File: config.mk
export PLATFORM = sky130hd
export DESIGN_NAME = uart_tx_pin_drv
export DESIGN_NICKNAME = d
export VERILOG_FILES = /design/src/rtl/uart_tx_pin_drv.sv
export SDC_FILE = /design/constraint.sdc
export NUM_CORES = 1
export LEC_CHECK = 0
export ABC_AREA = 1
export BUFFER_PORTS_ARGS = -buffer_cell sky130_fd_sc_hd__buf_2
export CAP_MARGIN = 20
export CORE_ASPECT_RATIO = 2
export CORE_MARGIN = 2
export CORE_UTILIZATION = 40
export DETAILED_ROUTE_END_ITERATION = 8
export RECOVER_POWER = 100
export SYNTH_ARGS = -nofsm -noshare
export SYNTH_HDL_FRONTEND = slang
export SYNTH_SLANG_ARGS = --single-unit
File: constraint.sdc
create_clock -name i_clk -period 3.54 [get_ports i_clk]
set_input_delay 1.062 -clock i_clk [delete_from_list [all_inputs] [get_ports i_clk]]
set_output_delay 1.062 -clock i_clk [all_outputs]
set_load 0.02 [all_outputs]
File: src/rtl/uart_tx_pin_drv.sv
// UART transmit serializer: byte FIFO feeding a start/8-data/parity/stop framer.
// o_tx is a flop output so the pad buffer downstream never sees a glitch.
module uart_tx_pin_drv #(
    parameter int log2_fifo = 4,
    parameter int scaler_w  = 16
) (
    input  logic                i_clk,
    input  logic                i_nrst,
    input  logic [scaler_w-1:0] i_scaler,
    input  logic                i_parity_en,
    input  logic                i_stop2,
    input  logic                i_we,
    input  logic [7:0]          i_wdata,
    output logic                o_full,
    output logic                o_empty,
    output logic                o_busy,
    output logic                o_overflow,
    output logic                o_tx
);

    localparam int Depth = 2 ** log2_fifo;
    localparam logic [log2_fifo-1:0] PtrOne  = log2_fifo'(1);
    localparam logic [log2_fifo:0]   CntOne  = (log2_fifo + 1)'(1);
    localparam logic [log2_fifo:0]   CntFull = (log2_fifo + 1)'(Depth);
    localparam logic [scaler_w-1:0]  ScOne   = scaler_w'(1);

    typedef enum logic [2:0] {
        IDLE   = 3'd0,
        START  = 3'd1,
        DATA   = 3'd2,
        PARITY = 3'd3,
        STOP1  = 3'd4,
        STOP2  = 3'd5
    } state_t;

    state_t                state_q, state_d;
    logic [7:0]            mem_q [Depth];
    logic [log2_fifo-1:0]  wr_ptr_q, wr_ptr_d;
    logic [log2_fifo-1:0]  rd_ptr_q, rd_ptr_d;
    logic [log2_fifo:0]    count_q, count_d;
    logic                  full_q, full_d;
    logic                  empty_q, empty_d;
    logic                  ovf_q, ovf_d;
    logic                  busy_q, busy_d;
    logic                  tx_q, tx_d;
    logic [scaler_w-1:0]   scaler_q, scaler_d;
    logic [scaler_w-1:0]   cnt_q, cnt_d;
    logic                  par_en_q, par_en_d;
    logic                  stop2_q, stop2_d;
    logic                  parity_q, parity_d;
    logic [7:0]            shift_q, shift_d;
    logic [2:0]            idx_q, idx_d;
    logic                  wr_en;
    logic                  pop;
    logic                  tick;

    assign wr_en = i_we & ~full_q;
    assign pop   = (state_q == IDLE) & ~empty_q;
    // scaler_q is never 0: a requested 0 is latched as 1
    assign tick  = (cnt_q == (scaler_q - ScOne));

    always_comb begin
        wr_ptr_d = wr_ptr_q;
        rd_ptr_d = rd_ptr_q;
        count_d  = count_q;
        if (wr_en) begin
            wr_ptr_d = wr_ptr_q + PtrOne;
        end
        if (pop) begin
            rd_ptr_d = rd_ptr_q + PtrOne;
        end
        case ({wr_en, pop})
            2'b10:   count_d = count_q + CntOne;
            2'b01:   count_d = count_q - CntOne;
            default: count_d = count_q;
        endcase
        full_d  = (count_d == CntFull);
        empty_d = (count_d == '0);
        ovf_d   = i_we & full_q;
    end

    always_comb begin
        state_d  = state_q;
        tx_d     = tx_q;
        scaler_d = scaler_q;
        par_en_d = par_en_q;
        stop2_d  = stop2_q;
        parity_d = parity_q;
        shift_d  = shift_q;
        idx_d    = idx_q;
        if (state_q == IDLE || tick) begin
            cnt_d = '0;
        end else begin
            cnt_d = cnt_q + ScOne;
        end
        case (state_q)
            IDLE: begin
                if (pop) begin
                    state_d  = START;
                    shift_d  = mem_q[rd_ptr_q];
                    parity_d = ^mem_q[rd_ptr_q];
                    scaler_d = (i_scaler == '0) ? ScOne : i_scaler;
                    par_en_d = i_parity_en;
                    stop2_d  = i_stop2;
                    tx_d     = 1'b0;
                    cnt_d    = '0;
                end
            end
            START: begin
                if (tick) begin
                    state_d = DATA;
                    idx_d   = 3'd0;
                    tx_d    = shift_q[0];
                end
            end
            DATA: begin
                if (tick) begin
                    if (idx_q != 3'd7) begin
                        shift_d = shift_q >> 1;
                        idx_d   = idx_q + 3'd1;
                        tx_d    = shift_q[1];
                    end else if (par_en_q) begin
                        state_d = PARITY;
                        tx_d    = parity_q;
                    end else begin
                        state_d = STOP1;
                        tx_d    = 1'b1;
                    end
                end
            end
            PARITY: begin
                if (tick) begin
                    state_d = STOP1;
                    tx_d    = 1'b1;
                end
            end
            STOP1: begin
                if (tick) begin
                    state_d = stop2_q ? STOP2 : IDLE;
                end
            end
            STOP2: begin
                if (tick) begin
                    state_d = IDLE;
                end
            end
            default: begin
                state_d = IDLE;
                tx_d    = 1'b1;
            end
        endcase
        busy_d = (state_d != IDLE);
    end

    always_ff @(posedge i_clk or negedge i_nrst) begin
        if (!i_nrst) begin
            state_q  <= IDLE;
            wr_ptr_q <= '0;
            rd_ptr_q <= '0;
            count_q  <= '0;
            full_q   <= 1'b0;
            empty_q  <= 1'b1;
            ovf_q    <= 1'b0;
            busy_q   <= 1'b0;
            tx_q     <= 1'b1;
            scaler_q <= ScOne;
            cnt_q    <= '0;
            par_en_q <= 1'b0;
            stop2_q  <= 1'b0;
            parity_q <= 1'b0;
            shift_q  <= '0;
            idx_q    <= '0;
        end else begin
            state_q  <= state_d;
            wr_ptr_q <= wr_ptr_d;
            rd_ptr_q <= rd_ptr_d;
            count_q  <= count_d;
            full_q   <= full_d;
            empty_q  <= empty_d;
            ovf_q    <= ovf_d;
            busy_q   <= busy_d;
            tx_q     <= tx_d;
            scaler_q <= scaler_d;
            cnt_q    <= cnt_d;
            par_en_q <= par_en_d;
            stop2_q  <= stop2_d;
            parity_q <= parity_d;
            shift_q  <= shift_d;
            idx_q    <= idx_d;
        end
    end

    // Storage needs no reset; a cleared count makes old entries unreachable
    always_ff @(posedge i_clk) begin
        if (wr_en) begin
            mem_q[wr_ptr_q] <= i_wdata;
        end
    end

    assign o_full     = full_q;
    assign o_empty    = empty_q;
    assign o_busy     = busy_q;
    assign o_overflow = ovf_q;
    assign o_tx       = tx_q;

endmodule

==> results of run 1 <==
==> final cells by class <==
class | instances | area [µm²] | area share
clock buffer | 17 | 425 | 0.0400
inverter | 107 | 402 | 0.0377
clock inverter | 15 | 163 | 0.0153
tap | 287 | 359 | 0.0337
sequential | 195 | 5530 | 0.519
multi-input combinational | 748 | 3530 | 0.332
timing repair buffer | 47 | 238 | 0.0223
==> layer usage <==
| metal | vias up | GRT usage | share of wire |
|---|---|---|---|
| li1 | 3588 | - | - |
| met1 | 3369 | 0.179 | 0.33 |
| met2 | 148 | 0.406 | 0.58 |
| met3 | 63 | 0.0330 | 0.025 |
| met4 | 0 | 0.123 | 0.058 |
| met5 | - | 0 | 0 |
==> cell usage after synthesis, drive strengths merged <==
cell    count  area, µm²
a21o        1       7.51
a21oi      14       70.1
a22oi       1       7.51
a31oi       2       12.5
and2        2       12.5
buf        22        126
clkbuf     10       37.5
clkinv      2       7.51
dfrtp      64       1600
dfstp       3       78.8
edfxtp    128       3840
fa          1       20.0
ha         13        163
inv       105        394
nand2     366       1420
nand3      93        478
nand3b      1       7.51
nand4       6       37.5
nor2      130        557
nor3        8       45.0
nor3b       5       42.5
nor4        6       43.8
o211ai     11       82.6
o21ai      60        330
o21bai      1       7.51
or2         2       12.5
xnor2       9       78.8
xor2       16        140
==> kinds of logic after synthesis <==
logic type / Yosys count / share of synthesized area
fa+ha+maj: 14 / 0.0189
buf+inv: 139 / 0.0585
compound gates: 90 / 0.0536
simple gates: 619 / 0.275
xor+xnor: 25 / 0.0227
flops: 195 / 0.572
==> worst max-delay path by stage <==
stage           startpoint          to  slack [ns]  depth (start not counted)
2_1_floorplan         i_we     o_empty        0.65                         13
3_3_place_gp          i_we     o_empty        0.58                         16
3_5_place_dp          i_we     o_empty        0.59                         16
4_1_cts         state_q[0]     o_empty        0.83                         15
5_1_grt        scaler_q[0]      o_busy        0.30                         15
6_report       scaler_q[0]  shift_q[1]        0.61                         15
==> worst max-delay path, stage by stage (launching register included) <==
cell and delay [ns]:
dfstp_1 0.38, inv_1 0.20, ha_1 0.26, nand3_1 0.36, nor2_1 0.44, nand2_1 0.10, nand2_1 0.07, nand2_1 0.10
nor2_1 0.11, nand2_1 0.06, nor2_1 0.16, nand2_4 0.11, nand2_4 0.08, nand2_2 0.19, nand2_1 0.11, o21ai_0 0.09
==> power by group through the flow <==
stage / clock, W / combinational (W) / sequential, W
after CTS: 0.00198 / 0.00364 / 0.00321
after detailed placement: 0 / 0.00363 / 0.00325
after global routing: 0.00206 / 0.00401 / 0.00325
after floorplan: 0 / 0.00268 / 0.00316
after global placement: 0 / 0.00358 / 0.00324
final: 0.00195 / 0.00351 / 0.00320
==> sequential cells by signal, summed over array words and instances (netlist names) <==
name and flops:
o_tx 1, shift_q 8, scaler_q 16, par_en_q 1, mem_q 128, o_overflow 1
idx_q 3, o_full 1, cnt_q 16, state_q 3, wr_ptr_q 4, count_q 5
parity_q 1, rd_ptr_q 4, o_empty 1, stop2_q 1, o_busy 1
==> per-stage QoR <==
| stage | setup slack [ns] | instance area (µm²) | power [W] | hold slack, ns | std cells |
|---|---|---|---|---|---|
| 2_1_floorplan | 0.655 | 9660 | 0.00584 | 0.442 | 1082 |
| 3_3_place_gp | 0.578 | 10100 | 0.00682 | 0.463 | 1384 |
| 3_5_place_dp | 0.585 | 10100 | 0.00687 | 0.471 | 1384 |
| 4_1_cts | 0.831 | 10700 | 0.00883 | 0.490 | 1416 |
| 5_1_grt | 0.304 | 10600 | 0.00932 | 0.514 | 1416 |
| 6_report | 0.607 | 10600 | 0.00866 | 0.489 | 1416 |
==> impl_metrics.env, run 1 <==
export IMPL_outcome="complete, but fails checks"
export IMPL_internal_power_w=0.00497
export IMPL_cts_max_level=4
export IMPL_syn_avg_cell_area_um2=8.93
export IMPL_power_switching_w=0.00369
export IMPL_crit_path_end_kind="flop"
export IMPL_grt_overflow=0
export IMPL_relSlewSlack=-0.171
export IMPL_setup_viol=0
export IMPL_fin_util=0.447
export IMPL_clk_pin_slew_ns=0.07
export IMPL_grt_pass1_vias=7234
export IMPL_grt_setup_unrepaired="no"
export IMPL_period_minus_slack_ns=2.93
export IMPL_die_area_um2=25500
export IMPL_vias=7168
export IMPL_ys_ff_latch=195
export IMPL_hold_buffers=0
export IMPL_finalHoldViolCount=0
export IMPL_dieHeight_um=224
export IMPL_hp_class="flop to flop"
export IMPL_sequentialPowerShare=0.370
export IMPL_synth_fp_nets=1125
export IMPL_violations="max-capacitance violations, max-slew violations"
export IMPL_skew_ns=0.00951
export IMPL_fin_tns_setup_ns=0
export IMPL_synth_cells=1082
export IMPL_drv_slew=68
export IMPL_combPwrFrac=0.405
export IMPL_drt_wl_total_um=24500
export IMPL_synth_area_um2=9660
export IMPL_fill_cells=2352
export IMPL_hold_depth=2
export IMPL_cts_resized=0
export IMPL_diodes=0
export IMPL_mostFrequentLayoutCells="nand2_1, edfxtp_1, nor2_1"
export IMPL_coreArea_um2=23800
export IMPL_port_buffers=33
export IMPL_post_cts_buffers=0
export IMPL_yosysWarnings=0
export IMPL_reg2reg_depth=15
export IMPL_cts_root_buf="clkbuf_16"
export IMPL_max_cap_violations=1
export IMPL_dp_hpwl_um=17800
export IMPL_p_leak_nw=4.66
export IMPL_synth_seq_area_share=0.572
export IMPL_final_common_cell="nand2_1"
export IMPL_drive_gt1_frac=0.0868
export IMPL_area_growth_pct=10.1
export IMPL_ir_drop_mv=0.421
export IMPL_required_ns=3.86
export IMPL_r2r_start="scaler_q[0]"
export IMPL_path_class="flop to flop"
export IMPL_grt_usage=0.202
export IMPL_die_w_um=114
export IMPL_final_nets=1159
export IMPL_hold_end="shift_q[7]"
export IMPL_dr_pass1_iters=5
export IMPL_vias_per_cell=5.06
export IMPL_worstHoldStart="shift_q[7]"
export IMPL_swShare=0.426
export IMPL_post_synth_num_cell_types=43
export IMPL_wl_per_cell_um=17.3
export IMPL_antenna_found_initial=0
export IMPL_clock_latency_ns=0.45
export IMPL_fin_crit_sh=0.829
export IMPL_clock_path_buffers=2
export IMPL_power_density_nw_per_um2=814
export IMPL_timing_rr_end="shift_q[1]"
export IMPL_worst_pin_slew_ns=1.76
export IMPL_cp_arrival_ns=3.26
export IMPL_start_util=0.406
export IMPL_gp_congestion=0.875
export IMPL_antenna_left=0
export IMPL_maxClockFrequency_mhz=341
export IMPL_cts_sinks=195
export IMPL_r2r_setup_slack_ns=0.61
export IMPL_cts_tree="yes"
export IMPL_cp_start_kind="flop"
export IMPL_grt_max_degree=80
export IMPL_pwr_share_clk=0.225
export IMPL_grt_pass1_wl_um=38100
export IMPL_num_rows=80
export IMPL_drc=0
export IMPL_cp_max_fo=15
export IMPL_ios=34
export IMPL_drtIter0Drc=495
export IMPL_cts_made_buffers=17
Note: power is estimated with default switching activity, not from simulation.
==> inputs of run 2 (changes only) <==
==> constraint.sdc (replaced) <==
create_clock -name i_clk -period 2.7 [get_ports i_clk]
set_input_delay 0.81 -clock i_clk [delete_from_list [all_inputs] [get_ports i_clk]]
set_output_delay 0.81 -clock i_clk [all_outputs]
set_load 0.02 [all_outputs]
==> run 2 against run 1 <==
Against the previous run: hold slack lost 0.011 ns; routed wire length fell by 3.9%; die area is the same; core utilization grew 0.55 points; global-route usage decreased by 0.76 points; the flow still finishes with violations (max-capacitance violations, max-slew violations); highest routed layer unchanged.
==> impl_metrics.env, run 2 (synthesis gave the netlist of run 1 again) <==
export IMPL_outcome="complete, but fails checks"
export IMPL_violations="max-capacitance violations, max-slew violations"
export IMPL_period_minus_slack_ns=2.46
export IMPL_fin_tns_setup_ns=0
export IMPL_ir_drop_mv=0.588
export IMPL_hp_class="flop to flop"
export IMPL_finalHoldViolCount=0
export IMPL_clock_path_buffers=2
export IMPL_cts_sinks=195
export IMPL_grt_pass1_wl_um=37100
export IMPL_grt_max_degree=80
export IMPL_cts_tree="yes"
export IMPL_cts_root_buf="clkbuf_16"
export IMPL_clock_latency_ns=0.44
export IMPL_crit_path_end_kind="flop"
export IMPL_final_common_cell="nand2_1"
export IMPL_wl_per_cell_um=16.4
export IMPL_power_density_nw_per_um2=1040
export IMPL_antenna_left=0
export IMPL_final_nets=1177
export IMPL_drt_wl_total_um=23600
export IMPL_coreArea_um2=23800
export IMPL_vias=7293
export IMPL_power_w=0.0112
export IMPL_vias_per_cell=5.09
export IMPL_grt_usage=0.195
export IMPL_dieHeight_um=224
export IMPL_num_rows=80
export IMPL_ios=34
export IMPL_cts_made_buffers=17
export IMPL_port_buffers=33
export IMPL_cp_max_fo=7
export IMPL_cp_start_kind="flop"
export IMPL_area_growth_pct=11.5
export IMPL_gp_congestion=0.889
export IMPL_required_ns=3.02
export IMPL_antenna_found_initial=0
export IMPL_post_cts_buffers=0
export IMPL_p_leak_nw=4.69
export IMPL_drtIter0Drc=449
export IMPL_place_area_um2=10300
export IMPL_die_w_um=114
export IMPL_diodes=0
export IMPL_relSlewSlack=-0.367
export IMPL_cts_max_level=4
export IMPL_grt_setup_unrepaired="no"
export IMPL_dr_pass1_iters=5
export IMPL_maxClockFrequency_mhz=407
export IMPL_skew_ns=0.00551
export IMPL_worst_pin_slew_ns=2.05
export IMPL_mostFrequentLayoutCells="nand2_1, edfxtp_1, nor2_1"
export IMPL_die_area_um2=25500
export IMPL_top_register="mem_q"
export IMPL_drive_gt1_frac=0.0900
export IMPL_clk_pin_slew_ns=0.07
export IMPL_postLayoutCellArea_um2=10800
export IMPL_path_class="flop to flop"
export IMPL_fin_crit_sh=0.910
export IMPL_hold_buffers=0
export IMPL_drc=0
export IMPL_max_cap_violations=1
export IMPL_cp_arrival_ns=2.77
export IMPL_drv_slew=33
export IMPL_reg_top3="mem_q: 128 flops, cnt_q: 16 flops, scaler_q: 16 flops"
export IMPL_cts_resized=0
export IMPL_largest_reg_flops=128
export IMPL_start_util=0.406
export IMPL_dp_hpwl_um=17300
export IMPL_setup_viol=0
export IMPL_grt_pass1_vias=7329
export IMPL_grt_overflow=0
-- run 2: cell count changes in the layout (fill, tap and decap cells not counted), moves of 3 or more --
cell,change
o21ai_0,-3
clkbuf_1,+15
nor2_1,-3
buf_4,+5
inv_8,-5
-- run 2: final cells by class --
type | count | area (µm²)
clock buffer | 19 | 433
fill | 2354 | 13100
clock inverter | 11 | 133
sequential | 195 | 5530
inverter | 107 | 402
multi-input combinational | 748 | 3560
tap | 287 | 359
timing repair buffer | 65 | 357
-- run 2: worst max-delay path, stage by stage (launching register included) --
cell     delay, ns
dfstp_1       0.39
inv_2         0.12
ha_1          0.27
nand2_1       0.11
nor2_1        0.29
nand3_1       0.16
nand2_1       0.08
nand2_1       0.05
nor2_2        0.09
nand2_1       0.05
nor2_1        0.18
nand2_4       0.11
nand2_4       0.09
nand2_1       0.06
a21oi_1       0.16
nand3_1       0.10
-- run 2: through the flow --
step	util	worst slack [ns]	std cells	hold WS, ns
CTS	0.457	0.149	1432	0.320
global route	0.452	0.0168	1432	0.510
floorplan	-	0.0434	1082	0.442
finish	0.452	0.244	1432	0.478
global placement	0.433	0.0118	1402	0.458
detailed placement	0.433	0.00460	1402	0.461
-- run 2: worst paths after layout --
| path | start | endpoint | slack, ns | cells after the start |
|---|---|---|---|---|
| worst min-delay path | parity_q | parity_q | 0.48 | 2 |
| min in group asynchronous | i_nrst | scaler_q[14] | 0.94 | 1 |
| max in group asynchronous | i_nrst | scaler_q[1] | 0.58 | 1 |
| worst max register to register | scaler_q[0] | o_busy | 0.24 | 15 |
| worst max-delay path | scaler_q[0] | o_busy | 0.24 | 15 |
| worst min register to register | parity_q | parity_q | 0.48 | 2 |
-- run 2: per-layer routing --
metal | track usage | share of wire | up-vias
met3 | 0.0295 | 0.022 | 53
met2 | 0.396 | 0.60 | 127
met4 | 0.109 | 0.045 | 0
met5 | 0 | 0 | -
met1 | 0.174 | 0.33 | 3498
li1 | - | - | 3615
-- run 2: where the power goes --
| part | internal [W] | switching, W | leakage [nW] |
|---|---|---|---|
| Sequential | 0.00377 | 0.000416 | 1.98 |
| Clock | 0.00136 | 0.00111 | 0.265 |
| Combinational | 0.00150 | 0.00308 | 2.44 |
| Total | 0.00663 | 0.00461 | 4.69 |
